--- src/rtl/mem_stage_lsu_pkg.sv ---
// Shared encodings for the memory-stage LSU: funct3 access codes, FSM states and byte-enable patterns.
package mem_stage_lsu_pkg;

    localparam logic [2:0] F3_B  = 3'b000;
    localparam logic [2:0] F3_H  = 3'b001;
    localparam logic [2:0] F3_W  = 3'b010;
    localparam logic [2:0] F3_BU = 3'b100;
    localparam logic [2:0] F3_HU = 3'b101;

    localparam logic [3:0] BE_BYTE = 4'b0001;
    localparam logic [3:0] BE_HALF = 4'b0011;
    localparam logic [3:0] BE_WORD = 4'b1111;

    typedef enum logic [1:0] {
        ST_IDLE = 2'd0,
        ST_REQ  = 2'd1,
        ST_RESP = 2'd2,
        ST_DONE = 2'd3
    } lsu_state_e;

    typedef enum logic [1:0] {
        SZ_B = 2'd0,
        SZ_H = 2'd1,
        SZ_W = 2'd2
    } lsu_size_e;

    // Reserved codes 011/110/111 fall through to a full-word access.
    function automatic lsu_size_e f3_size(input logic [2:0] f3);
        case (f3)
            F3_B, F3_BU: f3_size = SZ_B;
            F3_H, F3_HU: f3_size = SZ_H;
            F3_W:        f3_size = SZ_W;
            default:     f3_size = SZ_W;
        endcase
    endfunction

endpackage

--- src/rtl/mem_stage_lsu_if.sv ---
// Data-memory bus between the LSU (master) and the memory/interconnect (slave): req/gnt request, rvalid response.
interface mem_stage_lsu_if #(
    parameter int AW = 32,
    parameter int DW = 32
) ();
    logic          dmem_req;
    logic          dmem_we;
    logic [AW-1:0] dmem_addr;
    logic [3:0]    dmem_be;
    logic [DW-1:0] dmem_wdata;
    logic          dmem_gnt;
    logic          dmem_rvalid;
    logic [DW-1:0] dmem_rdata;

    modport master (
        output dmem_req, dmem_we, dmem_addr, dmem_be, dmem_wdata,
        input  dmem_gnt, dmem_rvalid, dmem_rdata
    );

    modport slave (
        input  dmem_req, dmem_we, dmem_addr, dmem_be, dmem_wdata,
        output dmem_gnt, dmem_rvalid, dmem_rdata
    );
endinterface

--- src/rtl/mem_stage_lsu_load_formatter.sv ---
// load_formatter: picks the addressed byte/half out of a read word and sign- or zero-extends it (combinational).
module load_formatter
    import mem_stage_lsu_pkg::*;
(
    input  logic [31:0] rdata_i,
    input  logic [1:0]  offset_i,
    input  logic [2:0]  funct3_i,
    output logic [31:0] data_o
);

    logic [7:0]  byte_sel;
    logic [15:0] half_sel;
    logic        sext;

    always_comb begin
        case (offset_i)
            2'd0:    byte_sel = rdata_i[7:0];
            2'd1:    byte_sel = rdata_i[15:8];
            2'd2:    byte_sel = rdata_i[23:16];
            default: byte_sel = rdata_i[31:24];
        endcase
        half_sel = offset_i[1] ? rdata_i[31:16] : rdata_i[15:0];
        // funct3[2] marks the unsigned (BU/HU) variants
        sext     = ~funct3_i[2];

        case (f3_size(funct3_i))
            SZ_B:    data_o = {{24{byte_sel[7] & sext}}, byte_sel};
            SZ_H:    data_o = {{16{half_sel[15] & sext}}, half_sel};
            default: data_o = rdata_i;
        endcase
    end

endmodule

--- src/rtl/mem_stage_lsu.sv ---
// Memory-stage LSU: issues one bus transaction per load/store, stalls the pipeline until it completes.
// Build option MISALIGN_TRAP_EN: misaligned H/W accesses skip the bus and pulse misalign_m in DONE.
module mem_stage_lsu
    import mem_stage_lsu_pkg::*;
#(
    parameter int ADDRESS_WIDTH = 32,
    parameter int DATA_WIDTH    = 32
) (
    input  logic                     clk,
    input  logic                     rst_n,
    input  logic                     mem_read_m,
    input  logic                     mem_write_m,
    input  logic [2:0]               funct3_m,
    input  logic [ADDRESS_WIDTH-1:0] alu_result_m,
    input  logic [DATA_WIDTH-1:0]    write_data_m,
    output logic [DATA_WIDTH-1:0]    read_data_m,
    output logic                     stall_m,
    output logic                     misalign_m,
    mem_stage_lsu_if.master          dmem
);

    lsu_state_e               state_q, state_d;
    logic                     req_q, req_d;
    logic                     we_q, we_d;
    logic [ADDRESS_WIDTH-1:0] addr_q, addr_d;
    logic [3:0]               be_q, be_d;
    logic [DATA_WIDTH-1:0]    wdata_q, wdata_d;
    logic [DATA_WIDTH-1:0]    load_data_q, load_data_d;
    logic [2:0]               f3_q, f3_d;
    logic [1:0]               off_q, off_d;

    logic                     mem_op;
    logic                     misalign_now;
    lsu_size_e                size_m;
    logic [1:0]               off_m;
    logic [3:0]               lane_be;
    logic [DATA_WIDTH-1:0]    lane_wdata;
    logic [DATA_WIDTH-1:0]    fmt_data;

    assign mem_op = mem_read_m | mem_write_m;
    assign size_m = f3_size(funct3_m);
    assign off_m  = alu_result_m[1:0];

    // Store lane replication lets the memory take data from whichever lane the byte enables select.
    always_comb begin
        case (size_m)
            SZ_B: begin
                lane_be    = BE_BYTE << off_m;
                lane_wdata = {4{write_data_m[7:0]}};
            end
            SZ_H: begin
                lane_be    = BE_HALF << {off_m[1], 1'b0};
                lane_wdata = {2{write_data_m[15:0]}};
            end
            default: begin
                lane_be    = BE_WORD;
                lane_wdata = write_data_m;
            end
        endcase
    end

`ifdef MISALIGN_TRAP_EN
    logic misalign_q, misalign_d;

    assign misalign_now = ((size_m == SZ_H) && off_m[0]) ||
                          ((size_m == SZ_W) && (off_m != 2'b00));

    always_ff @(posedge clk or negedge rst_n) begin
        if (!rst_n) misalign_q <= 1'b0;
        else        misalign_q <= misalign_d;
    end

    always_comb begin
        misalign_d = misalign_q;
        if (state_q == ST_IDLE && mem_op) misalign_d = misalign_now;
    end

    assign misalign_m = misalign_q && (state_q == ST_DONE);
`else
    assign misalign_now = 1'b0;
    assign misalign_m   = 1'b0;
`endif

    load_formatter u_fmt (
        .rdata_i  (dmem.dmem_rdata),
        .offset_i (off_q),
        .funct3_i (f3_q),
        .data_o   (fmt_data)
    );

    always_ff @(posedge clk or negedge rst_n) begin
        if (!rst_n) begin
            state_q     <= ST_IDLE;
            req_q       <= 1'b0;
            we_q        <= 1'b0;
            addr_q      <= '0;
            be_q        <= '0;
            wdata_q     <= '0;
            load_data_q <= '0;
            f3_q        <= '0;
            off_q       <= '0;
        end else begin
            state_q     <= state_d;
            req_q       <= req_d;
            we_q        <= we_d;
            addr_q      <= addr_d;
            be_q        <= be_d;
            wdata_q     <= wdata_d;
            load_data_q <= load_data_d;
            f3_q        <= f3_d;
            off_q       <= off_d;
        end
    end

    always_comb begin
        state_d = state_q;
        case (state_q)
            ST_IDLE: if (mem_op) state_d = misalign_now ? ST_DONE : ST_REQ;
            ST_REQ:  if (dmem.dmem_gnt) state_d = we_q ? ST_DONE : ST_RESP;
            ST_RESP: if (dmem.dmem_rvalid) state_d = ST_DONE;
            ST_DONE: state_d = ST_IDLE;
            default: state_d = ST_IDLE;
        endcase
    end

    // Bus registers are loaded once on IDLE->REQ and held until the transaction retires.
    always_comb begin
        req_d       = req_q;
        we_d        = we_q;
        addr_d      = addr_q;
        be_d        = be_q;
        wdata_d     = wdata_q;
        load_data_d = load_data_q;
        f3_d        = f3_q;
        off_d       = off_q;

        case (state_q)
            ST_IDLE: begin
                if (mem_op && misalign_now) begin
                    load_data_d = '0;
                end else if (mem_op) begin
                    req_d   = 1'b1;
                    we_d    = mem_write_m;
                    addr_d  = {alu_result_m[ADDRESS_WIDTH-1:2], 2'b00};
                    be_d    = lane_be;
                    wdata_d = lane_wdata;
                    f3_d    = funct3_m;
                    off_d   = off_m;
                end
            end
            ST_REQ:  if (dmem.dmem_gnt) req_d = 1'b0;
            ST_RESP: if (dmem.dmem_rvalid) load_data_d = fmt_data;
            default: ;
        endcase

        stall_m     = mem_op && (state_q != ST_DONE);
        read_data_m = load_data_q;
    end

    assign dmem.dmem_req   = req_q;
    assign dmem.dmem_we    = we_q;
    assign dmem.dmem_addr  = addr_q;
    assign dmem.dmem_be    = be_q;
    assign dmem.dmem_wdata = wdata_q;

endmodule
--- src/flat_wrapper.sv ---
// flat-port wrapper written by rule: the top's interface ports become plain ports
module mem_stage_lsu_flat import mem_stage_lsu_pkg::*;
#(
    parameter int ADDRESS_WIDTH = 32,
    parameter int DATA_WIDTH    = 32
)
  (clk, rst_n, mem_read_m, mem_write_m, funct3_m, alu_result_m, write_data_m, read_data_m, stall_m, misalign_m, dmem_dmem_req, dmem_dmem_we, dmem_dmem_addr, dmem_dmem_be, dmem_dmem_wdata, dmem_dmem_gnt, dmem_dmem_rvalid, dmem_dmem_rdata);
  mem_stage_lsu_if dmem_i ();
  input  logic clk;
  input  logic rst_n;
  input  logic mem_read_m;
  input  logic mem_write_m;
  input  logic [2:0] funct3_m;
  input  logic [ADDRESS_WIDTH-1:0] alu_result_m;
  input  logic [DATA_WIDTH-1:0] write_data_m;
  output logic [DATA_WIDTH-1:0] read_data_m;
  output logic stall_m;
  output logic misalign_m;
  output wire logic [$bits(dmem_i.dmem_req)-1:0] dmem_dmem_req;
  output wire logic [$bits(dmem_i.dmem_we)-1:0] dmem_dmem_we;
  output wire logic [$bits(dmem_i.dmem_addr)-1:0] dmem_dmem_addr;
  output wire logic [$bits(dmem_i.dmem_be)-1:0] dmem_dmem_be;
  output wire logic [$bits(dmem_i.dmem_wdata)-1:0] dmem_dmem_wdata;
  input wire logic [$bits(dmem_i.dmem_gnt)-1:0] dmem_dmem_gnt;
  input wire logic [$bits(dmem_i.dmem_rvalid)-1:0] dmem_dmem_rvalid;
  input wire logic [$bits(dmem_i.dmem_rdata)-1:0] dmem_dmem_rdata;
  assign dmem_dmem_req = dmem_i.dmem_req;
  assign dmem_dmem_we = dmem_i.dmem_we;
  assign dmem_dmem_addr = dmem_i.dmem_addr;
  assign dmem_dmem_be = dmem_i.dmem_be;
  assign dmem_dmem_wdata = dmem_i.dmem_wdata;
  assign dmem_i.dmem_gnt = dmem_dmem_gnt;
  assign dmem_i.dmem_rvalid = dmem_dmem_rvalid;
  assign dmem_i.dmem_rdata = dmem_dmem_rdata;
  mem_stage_lsu #(.ADDRESS_WIDTH(ADDRESS_WIDTH), .DATA_WIDTH(DATA_WIDTH)) u_core (.clk(clk), .rst_n(rst_n), .mem_read_m(mem_read_m), .mem_write_m(mem_write_m), .funct3_m(funct3_m), .alu_result_m(alu_result_m), .write_data_m(write_data_m), .read_data_m(read_data_m), .stall_m(stall_m), .misalign_m(misalign_m), .dmem(dmem_i));
endmodule
--- config.mk ---
export PLATFORM = sky130hd
export DESIGN_NAME = mem_stage_lsu_flat
export DESIGN_NICKNAME = d
export VERILOG_FILES = /design/src/rtl/mem_stage_lsu_pkg.sv /design/src/rtl/mem_stage_lsu_if.sv /design/src/rtl/mem_stage_lsu_load_formatter.sv /design/src/rtl/mem_stage_lsu.sv /design/src/flat_wrapper.sv
export SDC_FILE = /design/constraint.sdc
export NUM_CORES = 1
export LEC_CHECK = 0
export BUFFER_PORTS_ARGS = -buffer_cell sky130_fd_sc_hd__buf_4
export CELL_PAD_IN_SITES_DETAIL_PLACEMENT = 1
export CELL_PAD_IN_SITES_GLOBAL_PLACEMENT = 1
export CORE_ASPECT_RATIO = 0.7
export CORE_UTILIZATION = 35
export CTS_CLUSTER_SIZE = 14
export DETAILED_ROUTE_END_ITERATION = 8
export HOLD_SLACK_MARGIN = 0.12
export PLACE_DENSITY_LB_ADDON = 0.1
export SLEW_MARGIN = 20
export SYNTH_ARGS = -nofsm -noshare
export SYNTH_HDL_FRONTEND = slang
export SYNTH_SLANG_ARGS = --single-unit
--- constraint.sdc ---
create_clock -name clk -period 2.1 [get_ports clk]
set_input_delay 0.21 -clock clk [delete_from_list [all_inputs] [get_ports clk]]
set_output_delay 0.21 -clock clk [all_outputs]
set_load 0.05 [all_outputs]
Yosys cells after proc, flatten, opt, wreduce, memory -nomap -nowiden
Index checks and enable logic that the tools add are counted.
Storage, ports and cells
  bits in registers: 107
  input port bits: 105
  logic and storage cells: 63
Cells by class
  eq/ne operators: 17
  shift-type cells: 2
  multiplexer cells: 15
  bitwise operators: 4
  reductions and logical operators: 16
Operator list (number)
  32-bit one-hot mux with 2 select lines: 2
  8-bit one-hot mux with 3 select lines: 1
  16-bit two-way mux: 1
  3-bit == test (second input constant): 4
  2-bit by 1-bit == test with 1-bit output (second input constant): 4
  2-bit logical NOT: 4
  2-bit one-hot mux with 2 select lines: 2
  2-bit one-hot mux with 4 select lines: 1
  4-bit one-hot mux with 2 select lines: 1
  2-bit OR reduction: 4
  2-bit == test (second input constant): 3
  3-bit by 1-bit == test with 1-bit output (second input constant): 2
  3-bit logical NOT: 2
  2-bit two-way mux: 3
  2-bit != test (second input constant): 3
  3-bit AND reduction: 2
  2-bit AND reduction: 2
  1-bit by 2-bit << shifter with 4-bit output (first input constant): 1
  2-bit by 2-bit << shifter with 4-bit output (first input constant): 1
  1-bit two-way mux: 3
  1-bit AND: 2
  2-bit by 1-bit != test with 1-bit output (second input constant): 1
  1-bit one-hot mux with 2 select lines: 1
  2-bit nonzero test: 1
  other kinds (3): 3

Longest topological paths before layout
Gate-level depths: netlist (run 1).
  depth after elaboration: 5
  mapped depth: 7
  depth with buffers taken out: 6

Cells and area by module
From an unflattened synthesis (run 1), not the netlist that was laid out.
Second synthesis, totals
  cells, all modules: 449
  area total of the unflattened synthesis: 5450.2 µm²
Modules (own cells, without submodules)
  mem_stage_lsu: times used 1, cells each 327, area an instance 4628.2 µm²
  load_formatter: times used 1, cells each 122, area an instance 822.0 µm²

Least setup slack after synthesis (run 1)
No wires, ideal clock.
  path type: reg2reg
  start: register u_core.state_q[0]
  end: register u_core.load_data_q[28], in the netlist u_core.read_data_m[28]
  setup time: 0.074 ns
  arrival time: 1.609 ns
  setup slack: 0.416 ns
  stages on the path, launching flop included: 8
  buffers on the path: 1
  cell sequence: dfrtp_1 -> inv_1 -> ha_1 -> nand2_1 -> a2111oi_2 -> o211ai_2 -> buf_6 -> o21ai_2
Between the ends
  cells in the longest elaborated chain, start to end: 2
RTL lines
  start, declared: line mem_stage_lsu.sv:22  | lsu_state_e state_q, state_d;
  start signal, assigned: line mem_stage_lsu.sv:103  | state_q <= state_d;
  2-bit == test: line mem_stage_lsu.sv:137  | case (state_q)
  2-bit AND reduction (no source line)
  end signal, assigned: line mem_stage_lsu.sv:109  | load_data_q <= load_data_d;
  end, declared: line mem_stage_lsu.sv:28  | logic [DATA_WIDTH-1:0] load_data_q, load_data_d;
Every way passes these cells.
A chain may end at the register's enable or synchronous reset.

Worst setup path after layout (run 1)
  start: register u_core.state_q[0]
  end: register u_core.load_data_q[31], in the netlist u_core.read_data_m[31]
Same word-level chain as after synthesis.

==> flow_summary.ini, run 1 <==
[power]
p_switching_mw = 7.17
p_seq_share_pct = 27.3
p_sw_share_pct = 52.2
clockPowerShare_pct = 13.8
combPwrFrac_pct = 59.0
p_int_mw = 6.58
irDropWorstVdd_mv = 0.853
p_leak_nw = 3.82
p_per_area_nw_per_um2 = 1830

[route]
drc = 0
routedWlPerCell_um = 18.0
routed_wirelength_mm = 17.7
drt_iter0_drc = 205
vias = 4888
avgViaCountPerCell = 4.96
postRouteAntennaNets = 0
dr.pass1.iters = 4

[floorplanning]
core_area_um2 = 13900
initial_utilization_pct = 35.9
fp.dieH_um = 102
rows = 36
ios = 209
dieArea_um2 = 14800
die_x_um = 145

[yosys]
synth_top_family_by_area = simple AND/OR/NAND/NOR gates
muxShareOfSynthArea_pct = 7.04
seq_area_frac_synth_pct = 53.6
synthCells = 554
yosys_warnings = 0
yosysUniqueCellTypes = 37
ys_async_sr_fraction_pct = 100
synth-seq-cells = 107
netlist_area_um2 = 5000
postSynthAreaPerCell_um2 = 9.02
synth-xor-area-share_pct = 0
synthSimpleGateAreaFrac_pct = 19.9
synth_compound_area_share_pct = 14.5
synth-edff-count = 0
synthAdderAreaFrac_pct = 1.00
synth_flop_cell = dfrtp_1

[run_status]
outcome = finished clean

[sta]
whs_ps = 142
slew-limit-headroom_pct = 58.0
hold_viol_final = 0
tns_ps = 0
max_freq_mhz = 532
maxSlewViolCount = 0
rsz0062_at_grt = no
setup_viol = 0
period_needed_ps = 1880
finClkSkew_ps = 9.56
fin_crit_sh_pct = 89.5
worst_pin_slew_ps = 627

[job]
cap_violations = 0

[finish]
final_cell_mix = 215 x buf_4, 186 x nand2_1, 107 x dfrtp_1
n_fill_cell = 1597
layout-drive-gt1-share_pct = 31.7
fin_util_pct = 54.1
antennaDiodeCount = 0
fin_nets = 899
layout_commonest_cell = buf_4
area_growth_pct = 50.6

[clock_network]
cts.sinks = 107
cts_max_level = 3
clock_path_buffers = 2
cts-root-buf = clkbuf_16
path_clk_slew_ps = 80
cts_tree = done
clk_latency_ps = 360
post_cts_buffers = 0
numCtsBuffers = 9

[grt]
grt_pass1_wl_mm = 27.6
grt_overflow = 0
grt_start_max_net_pins = 108
grt.total_usage_pct = 24.9
grt_pass1_vias = 5147
antenna_found_initial = 0

[min_path]
hp-class = primary input to register

[critical_path]
endpoint_kind = register
critPathArrivalTime_ps = 2140
path_class = register to register
worstPathMaxFanout = 16
startpoint_type = register
path_cells = inv_1 > ha_1 > nand2_1 > a2111oi_2 > o211ai_4 > o21ai_0
cp_top_family = compound AO/OA/AOI/OAI gates
cp.buffers_inverters = 1
worstPathRequired_ps = 2360
max_stage_delay_ps = 450
crit_slowest_cell = a2111oi_2

[placed_design]
io_buffers = 205
place_congestion = 0.880
dpl.hpwl_mm = 12.2
[power groups by stage]
stage	logic, mW	clock network (mW)	registers (mW)
after global routing	8.67	2.01	3.88
after detailed placement	8.03	0	3.76
after floorplan	2.21	0	6.86
final	8.11	1.89	3.75
after CTS	8.12	1.94	3.75
after global placement	7.82	0	3.69
[kinds of logic (layout without fill, tap and decap cells)]
family,count (synthesis),count (layout)
adder cells (fa/ha/maj),4,4
other,1,3
multiplexers,35,35
flip-flops,107,107
AND/OR/NAND/NOR,244,244
buffers and inverters,45,284
AO/OA/AOI/OAI,118,118
[Yosys cell counts (all sizes together), types with 7 or more instances]
library cell / n / share of area, %
a21oi: 32 / 3.2
a22o: 8 / 1.4
a22oi: 8 / 1.2
buf: 13 / 1.5
clkbuf: 23 / 1.7
dfrtp: 107 / 54
inv: 9 / 0.68
mux2i: 34 / 6.8
nand2: 186 / 14
nand3: 14 / 2.1
nor2: 35 / 2.7
o211ai: 7 / 1.2
o21ai: 49 / 5.1
[timing repair]
item                       4_1_cts  5_1_grt
hold buffers                    41        0
pin swaps                        0        0
hold endpoints to repair       147        0
resized for setup                1        1
setup endpoints to repair        1        8
[per-layer routing]
metal	track usage [%]	vias to the layer above	routed length [um]
li1	-	2324	-
met1	33.2	2370	7910
met2	39.9	176	8380
met3	6.37	18	1200
met4	7.37	0	240
met5	0	-	0
[area by class of cell]
cell class              instances  area [um^2]  area share, %
clock inverters                 6         87.6           1.16
multi-input cells             404         2160           28.8
repair buffers                259         2080           27.7
well taps                     190          238           3.16
clock buffers                  10          239           3.18
inverters                       9         33.8          0.449
flip-flops and latches        107         2680           35.6
[worst register-to-register path: cells and delay by family (launching register included)]
kind	cells	cell delay (ps)
DFF	1	420
buffers and inverters	1	120
adders and majority gates	1	200
and+or+nand+nor	1	100
AOI/OAI and AO/OA	3	940
[sequential cells by signal, summed over array words and instances (netlist names)]
name	cells
u_core.dmem.dmem_addr	30
u_core.dmem.dmem_req	1
u_core.off_q	2
u_core.dmem.dmem_we	1
u_core.f3_q	3
u_core.dmem.dmem_wdata	32
u_core.dmem.dmem_be	4
u_core.state_q	2
u_core.read_data_m	32
[per-stage QoR]
step	area (um^2)	setup WS (ps)	std cells	power, mW
floorplan	5000	416	556	9.07
global placement	6780	152	928	11.5
detailed placement	6780	22.7	928	11.8
CTS	7510	84.5	985	13.8
global route	7520	31.8	985	14.6
finish	7520	221	985	13.8
[path summary, 6_finish.rpt]
kind | from | slack, ps | cells past startpoint | endpoint
min in group asynchronous | rst_n | 450 | 3 | u_core.read_data_m[11]
min | dmem_dmem_rdata[21] | 140 | 3 | u_core.read_data_m[21]
max reg2reg | u_core.state_q[0] | 220 | 6 | u_core.read_data_m[31]
max in group asynchronous | rst_n | 1160 | 3 | u_core.dmem.dmem_addr[27]
max | u_core.state_q[0] | 220 | 6 | u_core.read_data_m[31]
min reg2reg | u_core.dmem.dmem_be[3] | 480 | 2 | u_core.dmem.dmem_be[3]
(Power assumes the default switching activity.)
==> run 2: changes to the inputs <==
Settings changed: ABC_CLOCK_PERIOD_IN_PS set to 2000, PLACE_DENSITY set to 0.81, PLACE_DENSITY_LB_ADDON 0.1 to not set.
Clock period 2.1 ns to 2 ns, I/O delays scaled along.
==> run 2 against run 1 <==
Global-route usage is 1.0 points higher. Register-to-register slack worse by 140 ps. First-iteration DRC count is 5.9% lower. Setup slack worse by 140 ps. Sequential power is 5.9% higher. Power is 5.8% higher. Utilization is 0.63 points higher. Combinational power is 6.4% higher. Final area is 1.2% higher. Flip-flop and latch count stayed put.
==> flow_summary.ini, run 2 (synthesis results as in run 1) <==
[min_path]
hold_path_startpoint = dmem_dmem_rdata[16]
hp-class = primary input to register

[critical_path]
worstPathMaxFanout = 13
r2r-start = u_core.state_q[0]
critPathLaunch = u_core.state_q[0]
critPathArrivalTime_ps = 2210
path_class = register to register
endpoint_kind = register
worstPathRequired_ps = 2280
startpoint_type = register

[placed_design]
dpl.hpwl_mm = 13.0
place_congestion = 0.839
pre_cts_slack_ps = -42.4
io_buffers = 205

[sta]
setup_ws_ps = 77.0
rsz0062_at_grt = no
finClkSkew_ps = 8.91
slew-limit-headroom_pct = 62.4
worst_pin_slew_ps = 564
fin_crit_sh_pct = 96.1
maxSlewViolCount = 0
hold_viol_final = 0
max_freq_mhz = 520
setup_viol = 0
period_needed_ps = 1920

[power]
p_sw_share_pct = 52.5
irDropWorstVdd_mv = 0.943
p_per_area_nw_per_um2 = 1910
combPwrFrac_pct = 59.3
clockPowerShare_pct = 13.4
p_leak_nw = 3.85
p_switching_mw = 7.63
p_int_mw = 6.91
p_seq_share_pct = 27.3
power.total_mw = 14.5

[finish]
area_growth_pct = 52.3
layout-drive-gt1-share_pct = 32.3
fin_util_pct = 54.7
layout_commonest_cell = buf_4
final_cell_mix = 224 x buf_4, 186 x nand2_1, 107 x dfrtp_1
fin_nets = 910

[clock_network]
clk_latency_ps = 350
cts_max_level = 3
cts_tree = done
path_clk_slew_ps = 70
cts-root-buf = clkbuf_16
cts.sinks = 107
numCtsBuffers = 9
clock_path_buffers = 2

[job]
cap_violations = 0

[floorplanning]
fp.dieH_um = 102
ios = 209
rows = 36
core_area_um2 = 13900
dieArea_um2 = 14800
die_x_um = 145
initial_utilization_pct = 35.9

[route]
postRouteAntennaNets = 0
vias = 5062
drt_iter0_drc = 193
drc = 0
routed_wirelength_mm = 18.5
routedWlPerCell_um = 18.5
avgViaCountPerCell = 5.08
dr.pass1.iters = 4

[grt]
grt_overflow = 0
grt_start_max_net_pins = 88
grt_pass1_wl_mm = 28.9
antenna_found_initial = 1
grt.total_usage_pct = 25.9
grt_pass1_vias = 5394

[run_status]
outcome = finished clean
## run 2: cell types whose count changed in the layout (fill, tap and decap cells not counted), sizes merged
cell | before | now
buf | 218 | 227
clkinvlp | 0 | 4
clkinv | 3 | 0
dlygate4sd3 | 41 | 43
clkbuf | 10 | 9
diode | 0 | 1
## run 2: final timing paths
| kind | to | slack [ps] | cells past startpoint |
|---|---|---|---|
| max in group asynchronous | u_core.read_data_m[8] | 1040 | 3 |
| worst max register to register | u_core.read_data_m[22] | 80 | 7 |
| worst min-delay path | u_core.read_data_m[16] | 130 | 3 |
| min in group asynchronous | u_core.dmem.dmem_addr[22] | 320 | 2 |
| worst min register to register | u_core.dmem.dmem_be[1] | 480 | 2 |
| worst max-delay path | u_core.read_data_m[22] | 80 | 7 |
## run 2: worst max-delay path, cell delays in order (launching register included)
cell       delay [ps]
dfrtp_1           430
inv_1             130
ha_1              210
nand2_1           100
a2111oi_2         470
o211ai_4          250
buf_4             220
nand3_2            50
## run 2: routing by layer
layer | vias to the layer above | global-route usage, % | part of all wire, %
li1 | 2348 | - | -
met1 | 2517 | 32.2 | 42
met2 | 147 | 43.6 | 49
met3 | 50 | 5.95 | 5.6
met4 | 0 | 10.8 | 3.4
met5 | - | 0 | 0
## run 2: power groups by stage
stage | Combinational [mW] | Clock [mW] | Sequential, mW
after detailed placement | 8.49 | 0 | 3.98
after floorplan | 2.32 | 0 | 7.20
after global routing | 9.17 | 2.06 | 4.11
after CTS | 8.58 | 1.99 | 3.97
after global placement | 8.25 | 0 | 3.89
final | 8.63 | 1.94 | 3.97
## run 2: area by class of cell
class / count / area (um^2)
Sequential cell: 107 / 2680
Timing Repair Buffer: 270 / 2170
Multi-Input combinational cell: 404 / 2160
Inverter: 9 / 33.8
Tap cell: 190 / 238
Fill cell: 1593 / 6310
Clock buffer: 9 / 225
Clock inverter: 7 / 101
Antenna cell: 1 / 2.50
## run 2: repair_timing
action / in CTS / in global routing
hold buffers: 43 / 0
endpoints found under the setup margin: 6 / 5
buffers inserted: 0 / 6
pin swaps: 0 / 1
hold endpoints to repair: 68 / 0
resized for setup: 1 / 0
## run 2: stage by stage
stage	hold WS (ps)	cell area [um^2]	std cells	setup TNS, ps
2_1_floorplan	-95.6	5000	556	0
5_1_grt	131	7610	997	0
3_5_place_dp	153	6800	931	-113
3_3_place_gp	146	6800	931	0
4_1_cts	124	7560	990	0
6_report	132	7610	997	0
